<file path="src/rtl/mips_mem_pkg.sv">
// Shared store-path definitions for the MEM stage.
// Contents: store type encodings, the full-word byte-enable constant and the
// store buffer entry struct used by mem_store_buffer and store_align.
package mips_mem_pkg;

    localparam logic [1:0] ST_SW  = 2'b00;
    localparam logic [1:0] ST_SH  = 2'b01;
    localparam logic [1:0] ST_SB  = 2'b10;
    localparam logic [1:0] ST_RSV = 2'b11;

    localparam logic [3:0] BE_WORD = 4'b1111;

    typedef struct packed {
        logic [31:0] addr;   // word-aligned, [1:0] always 00
        logic [31:0] wdata;  // lane-replicated store data
        logic [3:0]  be;     // bit i enables byte lane i
    } store_entry_t;

endpackage

</file>
<file path="src/rtl/store_align.sv">
// Store alignment: maps a store type, the low address bits and the register
// value onto byte enables and lane-replicated write data.
// Ports:
//   stType  - 00 sw, 01 sh, 10 sb, 11 reserved
//   addrLo  - st_addr[1:0]
//   stData  - register rt value
//   legal   - store is aligned and of a defined type
//   be      - byte enables, bit i = byte lane i
//   wdata   - replicated write data
// Purely combinational; shared with the cache write path.
module store_align
    import mips_mem_pkg::*;
(
    input  logic [1:0]  stType,
    input  logic [1:0]  addrLo,
    input  logic [31:0] stData,
    output logic        legal,
    output logic [3:0]  be,
    output logic [31:0] wdata
);

    always_comb begin
        legal = 1'b0;
        be    = 4'b0000;
        wdata = 32'h0;
        case (stType)
            ST_SW: begin
                legal = (addrLo == 2'b00);
                be    = BE_WORD;
                wdata = stData;
            end
            ST_SH: begin
                legal = !addrLo[0];
                be    = addrLo[1] ? 4'b1100 : 4'b0011;
                wdata = {2{stData[15:0]}};
            end
            ST_SB: begin
                legal = 1'b1;
                be    = 4'b0001 << addrLo;
                wdata = {4{stData[7:0]}};
            end
            default: ; // reserved type: illegal, no enables
        endcase
    end

endmodule

</file>
<file path="src/rtl/mem_store_buffer.sv">
// MEM-stage store buffer.
// Accepts sw/sh/sb stores, aligns them into word address + byte enables +
// replicated data, queues them in a DEPTH-entry FIFO and drains the head to
// data memory over a req/ack handshake. Flags loads that hit a pending store.
// Ports:
//   clk, reset            - clock, synchronous active-low reset
//   st_valid/st_ready     - store request handshake (st_ready = not full)
//   st_addr/st_data/st_type - store byte address, rt value, type
//   st_err                - one-cycle pulse after an illegal store is rejected
//   ld_check/ld_addr      - load issued this cycle and its byte address
//   ld_hazard             - load word matches a pending store
//   mem_req/mem_ack       - write request to memory and its acceptance
//   mem_addr/mem_wdata/mem_be - head entry (all zero while empty)
//   empty                 - no pending entries
module mem_store_buffer
    import mips_mem_pkg::*;
#(
    parameter int DEPTH = 2
) (
    input  logic        clk,
    input  logic        reset,
    input  logic        st_valid,
    output logic        st_ready,
    input  logic [31:0] st_addr,
    input  logic [31:0] st_data,
    input  logic [1:0]  st_type,
    output logic        st_err,
    input  logic        ld_check,
    input  logic [31:0] ld_addr,
    output logic        ld_hazard,
    output logic        mem_req,
    input  logic        mem_ack,
    output logic [31:0] mem_addr,
    output logic [31:0] mem_wdata,
    output logic [3:0]  mem_be,
    output logic        empty
);

    localparam int PTR_W = $clog2(DEPTH);
    localparam logic [PTR_W:0] CNT_FULL = (PTR_W+1)'(DEPTH);

    // Pointers carry one extra wrap bit so full and empty are distinguishable.
    logic [PTR_W:0]   rdPtr, wrPtr, count;
    logic [PTR_W-1:0] rdIdx, wrIdx;
    store_entry_t     entries [DEPTH];
    logic [DEPTH-1:0] entryValid;
    store_entry_t     head;

    logic        legal;
    logic [3:0]  alignBe;
    logic [31:0] alignWdata;
    logic        push, pop;
    logic        hazardHit;
    logic        unusedLdLo;

    store_align uAlign (
        .stType (st_type),
        .addrLo (st_addr[1:0]),
        .stData (st_data),
        .legal  (legal),
        .be     (alignBe),
        .wdata  (alignWdata)
    );

    assign rdIdx = rdPtr[PTR_W-1:0];
    assign wrIdx = wrPtr[PTR_W-1:0];
    assign head  = entries[rdIdx];

    assign empty    = (rdPtr == wrPtr);
    // Registered count only, so a same-cycle pop never opens a slot early.
    assign st_ready = (count != CNT_FULL);
    assign mem_req  = !empty;

    assign push = st_valid && st_ready && legal;
    assign pop  = mem_req && mem_ack;

    assign mem_addr  = empty ? 32'h0 : head.addr;
    assign mem_wdata = empty ? 32'h0 : head.wdata;
    assign mem_be    = empty ? 4'b0  : head.be;

    // Word granularity: any overlap in the same word is a hazard, and an
    // entry being popped this cycle is still valid until the edge.
    always_comb begin
        hazardHit = 1'b0;
        for (int i = 0; i < DEPTH; i++) begin
            if (entryValid[i] && (entries[i].addr[31:2] == ld_addr[31:2]))
                hazardHit = 1'b1;
        end
    end
    assign ld_hazard  = ld_check && hazardHit;
    assign unusedLdLo = ^ld_addr[1:0];

    always_ff @(posedge clk) begin
        if (!reset) begin
            rdPtr      <= '0;
            wrPtr      <= '0;
            count      <= '0;
            entryValid <= '0;
            st_err     <= 1'b0;
        end else begin
            st_err <= st_valid && !legal;
            if (pop) begin
                rdPtr             <= rdPtr + 1'b1;
                entryValid[rdIdx] <= 1'b0;
            end
            if (push) begin
                wrPtr             <= wrPtr + 1'b1;
                entryValid[wrIdx] <= 1'b1;
            end
            case ({push, pop})
                2'b10:   count <= count + 1'b1;
                2'b01:   count <= count - 1'b1;
                default: ;
            endcase
        end
    end

    // Payload storage needs no reset: valid bits and pointers gate every use.
    always_ff @(posedge clk) begin
        if (push)
            entries[wrIdx] <= '{addr: {st_addr[31:2], 2'b00}, wdata: alignWdata, be: alignBe};
    end

endmodule

</file>
<file path="config.mk">
export PLATFORM = sky130hd
export DESIGN_NAME = mem_store_buffer
export DESIGN_NICKNAME = d
export VERILOG_FILES = /design/src/rtl/mips_mem_pkg.sv /design/src/rtl/store_align.sv /design/src/rtl/mem_store_buffer.sv
export SDC_FILE = /design/constraint.sdc
export NUM_CORES = 1
export LEC_CHECK = 0
export ABC_AREA = 1
export BUFFER_PORTS_ARGS = -buffer_cell sky130_fd_sc_hd__buf_2
export CAP_MARGIN = 15
export CORE_MARGIN = 10
export CORE_UTILIZATION = 48
export CTS_CLUSTER_SIZE = 24
export DETAILED_ROUTE_END_ITERATION = 8
export HOLD_SLACK_MARGIN = 0.06
export PLACE_DENSITY = 0.88
export SYNTH_ARGS = -nofsm -noshare
export SYNTH_HDL_FRONTEND = slang
export SYNTH_SLANG_ARGS = --single-unit
export TNS_END_PERCENT = 1
</file>
<file path="constraint.sdc">
create_clock -name clk -period 2.9 [get_ports clk]
set_clock_uncertainty 0.15 [all_clocks]
set_input_delay 0.435 -clock clk [delete_from_list [all_inputs] [get_ports clk]]
set_output_delay 0.435 -clock clk [all_outputs]
set_load 0.02 [all_outputs]
</file>
-- Word-level counts from Yosys, hierarchy flattened
Memories as Yosys holds them, arrays and structs flattened. A register that Yosys moved wholly into a read port is not among the register bits.
Cells that the tools add are included.
- reduce and logical (&&, ||, !) cells: 15
- $add $sub $neg: 4
- $lt $le $gt $ge: 4
- multiplexer cells: 21
- equality and inequality tests: 8
- bitwise logic cells: 3
- shifts and indexed selects: 1
- operators by type and width (kind ; number):
    32-bit case mux with 3 select lines ; 1
    32-bit 2-to-1 mux ; 2
    30-bit equality test ; 2
    4-bit case mux with 3 select lines ; 1
    1-bit logical AND ; 9
    1-bit 2-to-1 mux ; 8
    4-bit 2-to-1 mux ; 2
    2-bit by 1-bit adder with 2-bit output, second input constant ; 3
    2-bit 2-to-1 mux ; 3
    2-bit by 1-bit equality test with 1-bit output, second input constant ; 2
    2-bit equality test, second input constant ; 2
    2-bit zero test ; 2
    1-bit by 2-bit less-than comparator with 1-bit output, second input constant ; 2
    2-bit case mux with 2 select lines ; 1
    1-bit by 2-bit << shifter with 4-bit output, first input constant ; 1
    1-bit zero test ; 3
    1-bit case mux with 3 select lines ; 1
    2-bit AND ; 1
    1-bit demux with 1-bit select ; 2
    2-bit equality test ; 1
    1-bit >= comparator, second input constant ; 2
    2-bit inequality test, second input constant ; 1
    2-bit NOT ; 1
    2-bit OR ; 1
    2 further kinds ; 2
- flip-flop bits (word level): 9
- output and inout bits: 73
- memories: 1
- bits of input ports: 103
- RAM bits: 132
- memories (memory ; words ; bits a word ; read ports ; clocked after Yosys merged registers in ; wr ports ; line ; text):
    entries ; 2 ; 66 ; 3 ; 1 ; 1 ; mem_store_buffer.sv:45 ; store_entry_t entries [DEPTH];

-- Depth between registers and ports, before layout
- depth after elaboration: 10
- gate-level depth with buffers: 11
- mapped depth without buffers: 11

-- Cells and area by module
A second synthesis with hierarchy kept.
- cell total of the unflattened synthesis: 800
- area total of the unflattened synthesis: 7018.0 µm²
- by module, submodules not included (module ; instances ; cells an instance ; area each (µm²)):
    mem_store_buffer ; 1 ; 685 ; 6471.2
    store_align ; 1 ; 115 ; 546.8

-- Worst setup path after synthesis
No wires, ideal clock.
- path type: input-to-reg
- start: input st_type[1]
- end: memory entries[1][0] in the netlist's numbering (enable)
- arrival: 2.622 ns
- stages: 6
- setup slack: -0.310 ns
- path buffers: 1
- cells stage by stage: buf_6 > nor2_2 > o21ai_1 > o21ai_2 > nand3_4 > nor2_2
- longest elaborated chain between the ends: 5
- ends and longest elaborated chain (what ; line ; text):
    from (decl) ; mem_store_buffer.sv:26 ; input logic [1:0] st_type,
    2-bit equality test, or another cell as far along ; store_align.sv:26 ; case (stType)
    1-bit case mux with 3 select lines * ; store_align.sv:26 ;
    1-bit logical AND * ; mem_store_buffer.sv:74 ; assign push = st_valid && st_ready && legal;
    1-bit 2-to-1 mux * ; mem_store_buffer.sv:120 ; if (push)
    1-bit 2-to-1 mux (not written as such) * ; mem_store_buffer.sv:121 ; entries[wrIdx] <= '{addr: {st_addr[31:2], 2'b00}, wdata: alignWdata, be: alignBe};
    to (decl) ; mem_store_buffer.sv:45 ;
Every way passes the cells marked *; elsewhere a longest branch is shown, timed or not.

-- Worst setup path in the final report
- start: register wrPtr[0]
- end: output mem_wdata[6]
- longest elaborated chain between the ends: 2
- ends and longest elaborated chain (what ; line ; text):
    from (decl) ; mem_store_buffer.sv:43 ; logic [PTR_W:0] rdPtr, wrPtr, count;
    from (signal assigned) ; mem_store_buffer.sv:107 ; wrPtr <= wrPtr + 1'b1;
    2-bit equality test ; mem_store_buffer.sv:69 ; assign empty = (rdPtr == wrPtr);
    32-bit 2-to-1 mux ; mem_store_buffer.sv:78 ; assign mem_wdata = empty ? 32'h0 : head.wdata;
    to (decl) ; mem_store_buffer.sv:34 ; output logic [31:0] mem_wdata,
Every way passes these cells.

==> implementation parameters <==
Parameter                              Value

Run status
  Outcome    finished clean

Pwr
  Leakage power total    between 4 and 5 nW
  Net load switching power    between 1.5 and 2 mW
  Switching share of total power    30.3%
  Largest voltage drop on the vdd net    380 µV
  Fraction of power consumed by sequential logic    42.2%
  Combinational share of power    19.4%
  Int Pwr    about 3.9 mW
  Power density over cell area    ~630 nW/µm²
  Portion of total power attributed to the clock network    38.4%

Global route
  Global-route wire length before repair    29.9 mm
  Initial antenna violation count    0
  Global routing usage summed across all routing layers    18.8%
  Vias in the first global route    6054
  Aggregate global routing overflow    0
  Maximum number of pins on one net before global-route repair    82

Timing
  Final sum of negative setup slack    0 ps
  Number of hold violations in the final report    0
  Unrepaired setup endpoints after global routing    false
  Min Tclk post-route    around 2600 ps
  Final cycle utilization of the critical path    ~91%
  Fmax    378 MHz
  Setup Viol. Count Final    0
  Number of pins exceeding their max-slew limit in the final report    0

Flow run
  Number of maximum-capacitance violations    0

Detailed routing
  Final routed DRC violation total    0
  Average routed wire per standard cell    about 16 µm
  Antenna-violating nets left    0
  Drt total wl    roughly 19 mm
  Vias per cell    5.06
  Via total after detailed routing    5908
  First-pass DRT Iterations    7
  Number of DRC violations after detailed-routing iteration 0    between 400 and 500

Critical path
  Crit. End Element    output pin
  Category of the most critical setup path    register to output pin
  WP data arrival    2060 ps
  Setup slack, reg-to-reg    980 ps
  Data required time at the worst endpoint    2320 ps
  Maximum net fanout on the critical path    17
  R2R cell count    7
  Startpoint type of the worst setup path    register
  Endpoint of the worst-slack reg-to-reg timing path    entries[0][58]$_DFFE_PP_
  R2r startpoint    count[0]$_SDFFE_PN0P_

Synthesis
  Syn Area/Cell    between 9 and 10 µm²
  Number of library cell types mapped by synthesis    30
  Count of state elements after synthesis    between 100 and 150
  Yosys Warn Count    0
  Post-synthesis instance total    766
  Area of the mapped netlist    7060 µm²
  Sequential cell area fraction in the yosys report    around 60%

Floorplan
  Die X    around 140 µm
  Die Footprint    20000 µm²
  Top-Level Pins    ~180
  Placement Rows    44
  Core area    roughly 14000 µm²
  Die Span Y    about 140 µm
  Starting density of the core    48.8%

Clock network
  Clock transition at the registers of the reported paths    around 60 ps
  Clock sink total    142
  Bufs on Longest Clock Path    2
  Worst-Skew Late Latency    420 ps
  CTS tree    built
  Depth of the CTS H-tree    4
  CTS Root Cell    clkbuf_16
  Number of clock buffers inserted by TritonCTS    17

Hold path
  Hold path startpoint    st_addr[21]
  Worst Hold Endpoint    entries[0][55]$_DFFE_PP_
  Classification of the worst-slack hold path    input port to register
  Worst hold path stage count    1

Final layout
  Area growth from synthesis to final layout    28.0%
  Finished Layout Cells    1168
  Fill cell instance count of the final layout    1159
  Number of nets at the end of the flow    around 1.1k
  Proportion of layout cells with a drive suffix above 1    27.0%

Place
  Final estimated routing congestion in global placement    slightly above 0.9
  Detailed Place HPWL    13.8 mm
  Port Buffers    171
  Inst Count DP    about 1.1k
how the worst max path moves through the flow:
stage | startpoint | end | slack (ps) | cells after the start
global placement | st_type[1] | entries[0][50]$_DFFE_PP_ | 510 | 8
detailed placement | st_type[1] | entries[0][46]$_DFFE_PP_ | 450 | 8
floorplan | st_type[1] | entries[0][0]$_DFFE_PP_ | -2 | 8
global route | wrPtr[0]$_SDFFE_PN0P_ | mem_wdata[7] | 110 | 8
CTS | wrPtr[0]$_SDFFE_PN0P_ | mem_wdata[6] | 210 | 8
finish | wrPtr[0]$_SDFFE_PN0P_ | mem_wdata[6] | 250 | 8
repair_timing:
item	in CTS	in global routing
hold buffers	29	0
endpoints found under the hold margin	58	0
setup buffers	0	0
gates resized for setup	0	0
synth_stat cells:
cell,count,area share (%)
a211oi_1,1,0.11
a21boi_0,1,0.11
a21oi_1,60,4.3
a21oi_2,20,2.5
buf_1,1,0.053
buf_2,6,0.43
buf_4,3,0.32
buf_6,5,0.80
clkbuf_1,12,0.64
clkinv_1,2,0.11
conb_1,1,0.053
dfxtp_1,10,2.8
edfxtp_1,132,56
ha_1,1,0.18
inv_1,108,5.7
inv_2,4,0.21
mux2_2,7,1.1
nand2_1,257,14
nand2_2,3,0.27
nand3_1,10,0.71
nand3_4,2,0.50
nand4_1,4,0.35
nor2_1,58,3.1
nor2_2,12,1.1
o211ai_1,8,0.85
o21ai_0,11,0.78
o21ai_1,3,0.21
o21ai_2,1,0.12
xnor2_1,20,2.5
xor2_1,3,0.37
stage by stage:
| stage | util [%] | total power [mW] | instance area (µm²) | hold WS [ps] | setup WS (ps) |
|---|---|---|---|---|---|
| finish | 62.4 | 5.65 | 9040 | 84.3 | 253 |
| global route | 62.4 | 5.89 | 9040 | 62.7 | 109 |
| CTS | 62.4 | 5.70 | 9040 | 60.4 | 210 |
| detailed placement | 56.3 | 3.50 | 8150 | 320 | 451 |
| global placement | 56.3 | 3.47 | 8150 | 307 | 507 |
| floorplan | - | 3.11 | 7070 | 289 | -2.20 |
layout make-up:
cell class / count / area, µm² / area share [%]
well taps: 184 / 230 / 2.55
diodes: 1 / 2.50 / 0.0277
multi-input cells: 484 / 2320 / 25.7
repair buffers: 211 / 1290 / 14.3
flip-flops and latches: 142 / 4170 / 46.1
inverters: 114 / 428 / 4.73
clock buffers: 17 / 425 / 4.71
clock inverters: 15 / 175 / 1.94
placed cells by master (no fill, tap or decap), types with 4 or more instances in the layout:
cell | synthesis | routed
a21oi_1 | 60 | 60
a21oi_2 | 20 | 20
buf_12 | 0 | 5
buf_2 | 6 | 171
buf_4 | 3 | 6
clkbuf_16 | 0 | 17
dfxtp_1 | 10 | 9
dlygate4sd3_1 | 0 | 29
edfxtp_1 | 132 | 132
inv_1 | 108 | 107
inv_2 | 4 | 5
inv_6 | 0 | 4
inv_8 | 0 | 4
mux2_2 | 7 | 7
nand2_1 | 257 | 257
nand3_1 | 10 | 10
nand4_1 | 4 | 4
nor2_1 | 58 | 58
nor2_2 | 12 | 11
o211ai_1 | 8 | 8
o21ai_0 | 11 | 11
xnor2_1 | 20 | 20
per-layer routing:
layer	wire [µm]	up-vias	track usage (%)	share of wire, %
li1	-	2868	-	-
met1	7330	2762	21.1	38
met3	1770	28	5.87	9.2
met4	315	0	6.36	1.6
met5	0	-	0	0
met2	9760	250	33.1	51
kinds of logic after synthesis:
kind of cell | Yosys count | synth area share, %
AND/OR/NAND/NOR | 346 | 19.6
XOR/XNOR | 23 | 2.85
buffers and inverters | 141 | 8.29
multiplexers | 7 | 1.12
other | 1 | 0.0531
flip-flops | 142 | 59.0
adder cells (fa/ha/maj) | 1 | 0.177
AO/OA/AOI/OAI | 105 | 8.91
critical path: stages, from the launching register on:
cell     delay (ps)
dfxtp_1         340
inv_1           140
nand2_1          80
nand2_2          80
nand3_4          90
inv_2           330
buf_4           320
a21oi_1          80
buf_2           170
flip-flops by register name (all words and copies together), names as in the netlist, named ones only:
name and flops:
entries 132, count 2, entryValid 2, rdPtr 2, wrPtr 2, st_err 1
power by group through the flow:
| stage | sequential, mW | combinational, mW | clock (mW) |
|---|---|---|---|
| 2_1_floorplan | 2.42 | 0.682 | 0 |
| 4_1_cts | 2.39 | 1.11 | 2.21 |
| 5_1_grt | 2.39 | 1.20 | 2.30 |
| 6_report | 2.39 | 1.10 | 2.17 |
| 3_5_place_dp | 2.43 | 1.07 | 0 |
| 3_3_place_gp | 2.42 | 1.05 | 0 |
(Power assumes the default switching activity.)
